===== src/rtl/iob_cache_requester.sv =====
// IOb-bus initiator: valid/ready command stream in, cache IOb port out, in-order read responses back.
// Optional rvalid timeout watchdog enabled by defining IOB_CACHE_REQUESTER_TIMEOUT_EN.
module iob_cache_requester #(
  parameter int ADDR_W    = 32,
  parameter int DATA_W    = 32,
  parameter int RSP_DEPTH = 4,
  parameter int TIMEOUT   = 1024
) (
  input  logic                  clk_i,
  input  logic                  rst_i,
  input  logic                  cmd_valid_i,
  output logic                  cmd_ready_o,
  input  logic [ADDR_W-1:0]     cmd_addr_i,
  input  logic [DATA_W-1:0]     cmd_wdata_i,
  input  logic [DATA_W/8-1:0]   cmd_wstrb_i,
  output logic                  rsp_valid_o,
  input  logic                  rsp_ready_i,
  output logic [DATA_W-1:0]     rsp_rdata_o,
  output logic                  iob_avalid_o,
  output logic [ADDR_W-1:0]     iob_addr_o,
  output logic [DATA_W-1:0]     iob_wdata_o,
  output logic [DATA_W/8-1:0]   iob_wstrb_o,
  input  logic                  iob_ready_i,
  input  logic                  iob_rvalid_i,
  input  logic [DATA_W-1:0]     iob_rdata_i,
  input  logic                  err_clr_i,
  output logic                  err_o
);
  localparam int SW = DATA_W / 8;
  localparam int CW = $clog2(RSP_DEPTH) + 1;
  localparam int PW = $clog2(RSP_DEPTH);

  typedef enum logic {IDLE = 1'b0, PEND = 1'b1} state_t;
  state_t state_r, state_n;

  logic [ADDR_W-1:0] addr_r;
  logic [DATA_W-1:0] wdata_r;
  logic [SW-1:0]     wstrb_r;
  logic              is_rd_r;
  logic [CW-1:0]     outstanding_r, fifo_count_r;
  logic [PW-1:0]     wr_ptr_r, rd_ptr_r;
  logic [DATA_W-1:0] mem_r [RSP_DEPTH];
  logic              acc, cmd_fire, credit_ok, rd_acc;
  logic              rv_exp, rv_unexp, push, pop, to_hit, err_r;

  // Reads only issue when a FIFO slot is guaranteed for their data (no rvalid backpressure).
  assign credit_ok = ({1'b0, outstanding_r} + {1'b0, fifo_count_r}) < (CW+1)'(RSP_DEPTH);

  always_ff @(posedge clk_i) begin
    if (rst_i) state_r <= IDLE;
    else       state_r <= state_n;
  end

  always_comb begin
    state_n = state_r;
    if (cmd_fire)  state_n = PEND;
    else if (acc)  state_n = IDLE;
  end

  always_comb begin
    iob_avalid_o = (state_r == PEND) && (!is_rd_r || credit_ok);
    acc          = iob_avalid_o & iob_ready_i;
    cmd_ready_o  = (state_r == IDLE) | acc;
    cmd_fire     = cmd_valid_i & cmd_ready_o;
  end

  always_ff @(posedge clk_i) begin
    if (rst_i) begin
      addr_r  <= '0;
      wdata_r <= '0;
      wstrb_r <= '0;
      is_rd_r <= 1'b0;
    end else if (cmd_fire) begin
      addr_r  <= cmd_addr_i;
      wdata_r <= cmd_wdata_i;
      wstrb_r <= cmd_wstrb_i;
      is_rd_r <= ~|cmd_wstrb_i;
    end
  end

  assign iob_addr_o  = addr_r;
  assign iob_wdata_o = wdata_r;
  assign iob_wstrb_o = wstrb_r;

  assign rd_acc   = acc & is_rd_r;
  assign rv_exp   = iob_rvalid_i & (outstanding_r != '0);
  assign rv_unexp = iob_rvalid_i & (outstanding_r == '0);
  assign push     = rv_exp;
  assign pop      = rsp_valid_o & rsp_ready_i;

  always_ff @(posedge clk_i) begin
    if (rst_i) begin
      outstanding_r <= '0;
      fifo_count_r  <= '0;
      wr_ptr_r      <= '0;
      rd_ptr_r      <= '0;
    end else begin
      case ({rd_acc, rv_exp})
        2'b10:   outstanding_r <= outstanding_r + 1'b1;
        2'b01:   outstanding_r <= outstanding_r - 1'b1;
        default: outstanding_r <= outstanding_r;
      endcase
      case ({push, pop})
        2'b10:   fifo_count_r <= fifo_count_r + 1'b1;
        2'b01:   fifo_count_r <= fifo_count_r - 1'b1;
        default: fifo_count_r <= fifo_count_r;
      endcase
      if (push) wr_ptr_r <= wr_ptr_r + 1'b1;
      if (pop)  rd_ptr_r <= rd_ptr_r + 1'b1;
    end
  end

  always_ff @(posedge clk_i) begin
    if (push) mem_r[wr_ptr_r] <= iob_rdata_i;
  end

  assign rsp_valid_o = (fifo_count_r != '0);
  assign rsp_rdata_o = mem_r[rd_ptr_r];

`ifdef IOB_CACHE_REQUESTER_TIMEOUT_EN
  localparam int TW = $clog2(TIMEOUT + 1);
  logic [TW-1:0] to_cnt_r;

  // Error fires on the edge where the count reaches TIMEOUT, then the count saturates.
  assign to_hit = (outstanding_r != '0) & ~rv_exp & (to_cnt_r == TW'(TIMEOUT - 1));

  always_ff @(posedge clk_i) begin
    if (rst_i || rv_exp || outstanding_r == '0) to_cnt_r <= '0;
    else if (to_cnt_r != TW'(TIMEOUT))          to_cnt_r <= to_cnt_r + 1'b1;
  end
`else
  assign to_hit = 1'b0;
`endif

  always_ff @(posedge clk_i) begin
    if (rst_i)                    err_r <= 1'b0;
    else if (rv_unexp || to_hit)  err_r <= 1'b1;
    else if (err_clr_i)           err_r <= 1'b0;
  end

  assign err_o = err_r;
endmodule


===== config.mk =====
export PLATFORM = sky130hd
export DESIGN_NAME = iob_cache_requester
export DESIGN_NICKNAME = d
export VERILOG_FILES = /design/src/rtl/iob_cache_requester.sv
export SDC_FILE = /design/constraint.sdc
export NUM_CORES = 1
export LEC_CHECK = 0
export CAP_MARGIN = 20
export CORE_UTILIZATION = 53
export DETAILED_ROUTE_END_ITERATION = 10
export PLACE_DENSITY = 0.85
export SLEW_MARGIN = 20
export SYNTH_ARGS = -nofsm -noshare
export SYNTH_HDL_FRONTEND = slang
export SYNTH_SLANG_ARGS = --single-unit

===== constraint.sdc =====
create_clock -name clk_i -period 6.05 [get_ports clk_i]
set_clock_uncertainty 0.15 [all_clocks]
set_input_delay 1.21 -clock clk_i [delete_from_list [all_inputs] [get_ports clk_i]]
set_output_delay 1.21 -clock clk_i [all_outputs]
set_load 0.01 [all_outputs]

# Word level (Yosys, flattened, before mapping)
# Memories as Yosys holds them, arrays and structs flattened. A register that Yosys moved wholly into a read port is not among the register bits.
# Index checks and enable logic that the tools add are counted.
# totals
out_inout_bits	104
ff_bits	81
ram_bits	128
word_cells	53
mem_bits_ro	0
mem_count	1
latch_bits	0
# memory_table
memory	words	word_bits	read_ports	rd_clocked_by_memory_dff	write_ports	line_no	rtl
mem_r	4	32	1	1	1	42	logic [DATA_W-1:0] mem_r [RSP_DEPTH];
# op_classes
magnitude_cmp	1
bitwise	8
addsub	7
muxes	10
multipliers	0
shifts	0
reduce_logical	12
eq_ne	4
n_div	0
# op_table
op	count
3-bit case mux with 2 select lines	2
2-bit nonzero test	4
3-bit by 1-bit adder with 3-bit output (second input constant)	2
1-bit AND	6
1-bit 2-to-1 mux	6
3-bit nonzero test	2
3-bit by 1-bit subtractor with 3-bit output (second input constant)	2
2-bit by 1-bit adder with 2-bit output (second input constant)	2
3-bit by 3-bit adder with 4-bit output	1
2-bit by 1-bit == test with 1-bit output (second input constant)	2
2-bit == test (second input constant)	2
4-bit by 3-bit less-than comparator with 1-bit output (second input constant)	1
2-bit 2-to-1 mux	2
4-bit OR reduction	1
3-bit logical NOT	1
1-bit logical NOT	2
1-bit logical AND	1
1-bit logical OR	1
1-bit inverter	1
1-bit bitwise OR	1

# Depth between registers and ports, before layout
# Gate-level depths: netlist (run 1).
# logic_depth
depth_word	8
ltp_mapped	10
mapped_depth_nobuf	10

# Worst setup path before layout (run 1)
# OpenSTA, ideal clock, no wires.
# synth_timing
path_kind	in2out
startpoint	input port iob_ready_i
endpoint	output port cmd_ready_o
t_required_ps	4690
path_buffers	0
path_stages	2
slack_ps	2802
arrival_time_ps	1888
path_cell_list	or4b_1 > o221ai_2
# synth_between
elab_chain_len	2
# synth_lines
item	line_no	rtl
start: declaration	23	input logic iob_ready_i,
1-bit AND	62	acc = iob_avalid_o & iob_ready_i;
1-bit bitwise OR	63	cmd_ready_o = (state_r == IDLE) | acc;
end: declaration	12	output logic cmd_ready_o,
# No other way between the ends.

# Worst setup path in the final report (run 1)
# Same ends and word-level chain as after synthesis.

==> impl_metrics.ini, run 1 <==
[status]
outcome = complete, no violations

[critical_path]
regToRegEndpoint = iob_wdata_o[18]$_SDFFE_PP0P_
critical_path_arrival_ns = 3.08
crit_chain = clkdlybuf4s50_1, or4b_1, o221ai_2, clkdlybuf4s50_1
critical-path-slowest-cell = sky130_fd_sc_hd__clkdlybuf4s50_1
crit_fanout = 3
critical_path.max_stage_delay_ns = 0.64
startpoint_type = input port
worst-setup-path-type = in2out
ff2ff_setup_slack_ns = 3.35
worstSetupEndpointType = primary output
crit_top_cell = sky130_fd_sc_hd__clkdlybuf4s50_1
reg2reg_start = outstanding_r[2]$_SDFFE_PP0P_
ff2ff_path_depth = 6
crit_required_ns = 4.69

[floorplan]
dieHeight_um = 128
die-area_sq_mm = 0.0164
ioPinCount = 211
fp.coreArea_sq_mm = 0.0153
placement_rows = 45
start_util = 0.549
die_width_um = 128

[finish]
layout-area-overhead-vs-synth_pct = 35.0
finish.net_count = 879
layout.core_utilization = 0.741
final.fill_count = 1004
multi_input_area_sq_mm = 0.00271
post_route_cells_drive_above_1_share = 0.0952
antenna_cells = 0
register_area_sq_mm = 0.00551

[sta]
worst_slew_pin_tran_ns = 0.833
max_slew_margin = 0.445
timing_hold_violations_final = 0
maxClockFrequency_mhz = 225
post-route-min-period_ns = 4.44
timing.final.max_slew_violations = 0
timing.final.ws_setup_ns = 1.61
setup_total_negative_slack_ns = 0
post-route-period-util = 0.734
rsz0062_at_grt = no
final-setup-viol-count = 0

[synth]
ys_seq_elements = 211
syn_area_per_cell_sq_um = 15.2
synthesis.instances = 552
synth.cell_area_sq_mm = 0.00840
number_of_enable_type_register_cells_in_the_synthesized_netlist = 128
synth.top_cell.area_share = 0.458
synth_top_cell_by_area = sky130_fd_sc_hd__edfxtp_1
yosys.cell_types.count = 30
synth_fp_nets = 669
synth_async_sr_flop_share = 0
synth.top_cells.by_area = sky130_fd_sc_hd__edfxtp_1, sky130_fd_sc_hd__dfxtp_1, sky130_fd_sc_hd__nand2b_1
ys.warnings.count = 0
ys.flop_type = sky130_fd_sc_hd__edfxtp_1
yosysSeqAreaShare = 0.655

[clock_tree]
clock_tree.root_cell = sky130_fd_sc_hd__clkbuf_16
ctsHoldBuffers = 0
post_cts_setup_buffer_count = 0
maximum_buffer_depth_of_the_clock_tree = 3
cts_made_buffers = 21
htree_num_levels = 1
cts-resized-gates = 0
clk_latency_worst_skew_pair_ns = 0.49
cts_sinks = 211
clkSlewWorstSetupHoldPaths_ns = 0.06
tritoncts = built

[worst_hold_path]
holdCritStartpoint = iob_wdata_o[3]$_SDFFE_PP0P_
hold_path_cell_cnt = 2
worst_case_hold_path_end_point = iob_wdata_o[3]$_SDFFE_PP0P_
hold_class = reg2reg

[routing]
antenna_left = 0
drt_iter0_drc = 252
num_vias = 5021
final_routed_wirelength_across_all_metal_layers_um = 17400
drc = 0
vias_per_cell = 5.08
drtPass1Iterations = 4
wl_per_cell_um = 17.6

[pwr]
total_power_mw = 3.08
powerDensity_mw_per_mm2 = 271
max-vdd-ir-drop_mv = 0.183
power.leakage_nw = 4.03

[global_route]
grt_usage = 0.217
first_global_vias = 5348
wire_length_of_the_first_global_routing_pass_um = 27400
grt.overflow.total = 0
antenna_found_initial = 1
pin_count_of_the_biggest_net_entering_global_routing = 87

[placed_design]
dpl_worst_slack_ns = 1.64
routabilityCongestion = 0.755
number_of_port_buffers = 210
dp_hpwl_um = 11400

[run]
drv_cap = 0
## cell type report
| class | count | area share |
|---|---|---|
| Clock buffer | 25 | 0.0476 |
| Clock inverter | 13 | 0.0104 |
| Inverter | 12 | 0.00397 |
| Multi-Input combinational cell | 298 | 0.239 |
| Sequential cell | 211 | 0.485 |
| Tap cell | 211 | 0.0233 |
| Timing Repair Buffer | 218 | 0.190 |
## flip-flops by register name, summed over array words and instances (netlist names), named ones only
signal         cells
iob_wdata_o       32
mem_r            128
rd_ptr_r           2
state_r            1
iob_wstrb_o        4
is_rd_r            1
wr_ptr_r           2
iob_addr_o        32
err_o              1
outstanding_r      3
fifo_count_r       3
## power by group
part / leakage (nW) / switching [mW] / internal [mW]
combinational: 1.87 / 0.0986 / 0.162
sequential: 1.83 / 0.0182 / 1.55
clock: 0.323 / 0.520 / 0.726
## worst max-delay path: cells and delay by family
family | cells | cell delay [ns]
AOI/OAI and AO/OA | 1 | 0.25
and+or+nand+nor | 1 | 0.47
buffers and inverters | 2 | 1.15
## logic make-up (layout without fill, tap and decap cells)
group           count (synthesis)  in the layout  share of synthesized area
fa+ha+maj                      10             10                     0.0167
simple gates                  168            168                      0.121
xor+xnor                        7              7                    0.00730
compound gates                 11             11                    0.00849
buf+inv                        43            268                     0.0222
flops                         211            211                      0.655
mux                           102            102                      0.169
## routing by layer
metal,up-vias,routed length (um),GRT usage,part of all wire
li1,2381,-,-,-
met2,186,8610,0.374,0.49
met4,2,311,0.0561,0.018
met1,2429,6720,0.254,0.39
met5,-,13,0,0.00075
met3,23,1780,0.0822,0.10
## through the flow
step / hold WS (ns) / instances / cell area, sq um
4_1_cts: 0.326 / 988 / 11300
5_1_grt: 0.340 / 988 / 11300
2_1_floorplan: 0.326 / 552 / 8400
3_5_place_dp: 0.315 / 950 / 10700
3_3_place_gp: 0.310 / 950 / 10700
6_report: 0.322 / 988 / 11300
## worst max path at each step
stage	end	cells past startpoint	start
3_3_place_gp	cmd_ready_o	4	iob_ready_i
3_5_place_dp	cmd_ready_o	4	iob_ready_i
5_1_grt	cmd_ready_o	4	iob_ready_i
6_report	cmd_ready_o	4	iob_ready_i
4_1_cts	cmd_ready_o	4	iob_ready_i
2_1_floorplan	cmd_ready_o	2	iob_ready_i
## synthesized netlist by cell type, types with 3 or more instances
library cell and count:
sky130_fd_sc_hd__xor2_1 5, sky130_fd_sc_hd__a21oi_1 6, sky130_fd_sc_hd__inv_1 12, sky130_fd_sc_hd__mux2i_1 70, sky130_fd_sc_hd__nand2b_1 137, sky130_fd_sc_hd__and2_1 4, sky130_fd_sc_hd__nor2_1 13, sky130_fd_sc_hd__ha_1 8
sky130_fd_sc_hd__clkbuf_1 20, sky130_fd_sc_hd__buf_2 8, sky130_fd_sc_hd__edfxtp_1 128, sky130_fd_sc_hd__mux4_2 32, sky130_fd_sc_hd__or3_1 3, sky130_fd_sc_hd__dfxtp_1 83
## cells in the final DEF, fill, tap and decap left out, types with 2 or more instances in the layout
cell type / Yosys / routed
sky130_fd_sc_hd__a21oi_1: 6 / 6
sky130_fd_sc_hd__and2_1: 4 / 4
sky130_fd_sc_hd__buf_4: 0 / 8
sky130_fd_sc_hd__bufinv_16: 0 / 2
sky130_fd_sc_hd__clkbuf_1: 20 / 4
sky130_fd_sc_hd__clkbuf_16: 0 / 21
sky130_fd_sc_hd__clkdlybuf4s50_1: 0 / 209
sky130_fd_sc_hd__clkinv_1: 0 / 4
sky130_fd_sc_hd__clkinv_2: 0 / 4
sky130_fd_sc_hd__dfxtp_1: 83 / 82
sky130_fd_sc_hd__edfxtp_1: 128 / 128
sky130_fd_sc_hd__fa_1: 2 / 2
sky130_fd_sc_hd__ha_1: 8 / 8
sky130_fd_sc_hd__inv_1: 12 / 12
sky130_fd_sc_hd__inv_6: 0 / 2
sky130_fd_sc_hd__mux2i_1: 70 / 70
sky130_fd_sc_hd__mux4_2: 32 / 32
sky130_fd_sc_hd__nand2_1: 2 / 2
sky130_fd_sc_hd__nand2b_1: 137 / 137
sky130_fd_sc_hd__nor2_1: 13 / 13
sky130_fd_sc_hd__nor2b_1: 2 / 2
sky130_fd_sc_hd__nor3_1: 2 / 2
sky130_fd_sc_hd__o21ai_0: 2 / 2
sky130_fd_sc_hd__or3_1: 3 / 3
sky130_fd_sc_hd__xnor2_1: 2 / 2
sky130_fd_sc_hd__xor2_1: 5 / 5
(Power assumes the default switching activity.)
==> inputs of run 2 (changes only) <==
Settings changed: CORE_UTILIZATION 53 to 49, PLACE_DENSITY 0.85 to 0.8.
Clock period 6.05 ns to 4.1 ns, I/O delays scaled along.
==> run 2 against run 1 <==
Against the previous run:
- power is 46% higher
- global-route usage is 2.2 points lower
- die area is 8.0% higher
- via count is 0.84% higher
- wire length is 2.4% lower
- highest routed layer is now met4
- flip-flop and latch count stayed put
- clock power is 44% higher
- register-to-register slack worse by 1.8 ns
- sequential power is 48% higher
- clock-buffer cell count is 3 higher
==> impl_metrics.ini, run 2 (synthesis gave the netlist of run 1 again) <==
[status]
outcome = complete, no violations

[critical_path]
critical_path_arrival_ns = 2.67
reg2reg_start = fifo_count_r[2]$_SDFFE_PP0P_
critical-path-slowest-cell = sky130_fd_sc_hd__clkdlybuf4s50_1
crit_chain = clkdlybuf4s50_1, or4b_1, o221ai_2, clkdlybuf4s50_1
crit_fanout = 3
worstSetupEndpointType = primary output
crit_top_cell = sky130_fd_sc_hd__clkdlybuf4s50_1
crit_required_ns = 3.13
worst_setup_path_startpoint = iob_ready_i
worst-setup-path-type = in2out
critical_path.max_stage_delay_ns = 0.64
startpoint_type = input port

[routing]
drc = 0
drtPass1Iterations = 4
vias_per_cell = 5.06
drt_iter0_drc = 245
wl_per_cell_um = 17.0
antenna_left = 0
num_vias = 5063
final_routed_wirelength_across_all_metal_layers_um = 17000

[finish]
mostFrequentLayoutCell = sky130_fd_sc_hd__clkdlybuf4s50_1
antenna_cells = 0
layout.core_utilization = 0.684
most-common-layout-cells = sky130_fd_sc_hd__clkdlybuf4s50_1, sky130_fd_sc_hd__nand2b_1, sky130_fd_sc_hd__edfxtp_1, sky130_fd_sc_hd__dfxtp_1, sky130_fd_sc_hd__mux2i_1
largest_register_ff_count = 128
top_register = mem_r
post_route_cells_drive_above_1_share = 0.0960
finish.net_count = 882
layout-area-overhead-vs-synth_pct = 35.6

[floorplan]
dieHeight_um = 133
ioPinCount = 211
die-area_sq_mm = 0.0177
placement_rows = 47
die_width_um = 133
fp.coreArea_sq_mm = 0.0166
start_util = 0.505

[clock_tree]
tritoncts = built
cts-resized-gates = 0
cts_sinks = 211
maximum_buffer_depth_of_the_clock_tree = 3
htree_num_levels = 1
clock_tree.root_cell = sky130_fd_sc_hd__clkbuf_16
cts_made_buffers = 23
post_cts_setup_buffer_count = 0
clkSlewWorstSetupHoldPaths_ns = 0.06
ctsHoldBuffers = 0
clk_latency_worst_skew_pair_ns = 0.50

[sta]
rsz0062_at_grt = no
max_slew_margin = 0.364
post-route-period-util = 0.888
worst_slew_pin_tran_ns = 0.954
maxClockFrequency_mhz = 275
post-route-min-period_ns = 3.64
setup_total_negative_slack_ns = 0
timing_hold_violations_final = 0
final-setup-viol-count = 0
timing.final.max_slew_violations = 0

[pwr]
powerDensity_mw_per_mm2 = 396
max-vdd-ir-drop_mv = 0.266
total_power_mw = 4.51
power.leakage_nw = 4.04

[global_route]
grt.overflow.total = 0
antenna_found_initial = 0
pin_count_of_the_biggest_net_entering_global_routing = 83
grt_usage = 0.195
first_global_vias = 5272
wire_length_of_the_first_global_routing_pass_um = 27000

[placed_design]
dp_hpwl_um = 11200
number_of_port_buffers = 210
routabilityCongestion = 0.750

[run]
drv_cap = 0

[worst_hold_path]
hold_class = reg2reg
holdCritStartpoint = iob_addr_o[8]$_SDFFE_PP0P_
-- run 2: report_power, final --
group	total (mW)	internal [mW]	switching (mW)	leakage, nW
sequential	2.32	2.29	0.0284	1.83
combinational	0.385	0.242	0.144	1.89
clock	1.80	1.03	0.773	0.323
-- run 2: worst paths after layout --
kind	end	slack, ns	cells after the start
max reg2reg	iob_addr_o[31]$_SDFFE_PP0P_	1.52	6
min reg2reg	iob_addr_o[8]$_SDFFE_PP0P_	0.32	2
max	cmd_ready_o	0.46	4
min	iob_addr_o[8]$_SDFFE_PP0P_	0.32	2
-- run 2: layer usage --
layer / track usage / wire [um] / vias up
li1: - / - / 2397
met1: 0.223 / 6640 / 2446
met2: 0.332 / 8210 / 193
met3: 0.0839 / 1840 / 27
met4: 0.0543 / 306 / 0
met5: 0 / 0 / -
-- run 2: critical path, delay by kind of cell --
kind | cells | cell delay, ns
buffers and inverters | 2 | 1.14
AO/OA/AOI/OAI | 1 | 0.25
AND/OR/NAND/NOR | 1 | 0.46
-- run 2: per-stage QoR --
step                area [sq um]  hold WS (ns)  setup slack [ns]  std cells
floorplan                   8400         0.326              1.52        552
global placement           10700         0.310             0.450        960
detailed placement         10700         0.319             0.461        960
CTS                        11400         0.327             0.436       1001
global route               11400         0.348             0.386       1001
finish                     11400         0.323             0.457       1001
-- run 2: cell type report --
class | count | area (sq um)
Sequential cell | 211 | 5510
Fill cell | 1140 | 5250
Multi-Input combinational cell | 298 | 2710
Timing Repair Buffer | 219 | 2190
Clock buffer | 28 | 594
Tap cell | 220 | 275
Clock inverter | 13 | 65.1
Inverter | 12 | 45.0
==> inputs of run 3 (changes only) <==
Settings changed: SKIP_CTS_REPAIR_TIMING from default to 1.
==> results of run 3 <==
No change in the layout: final DEF, timing and power equal those of run 2.
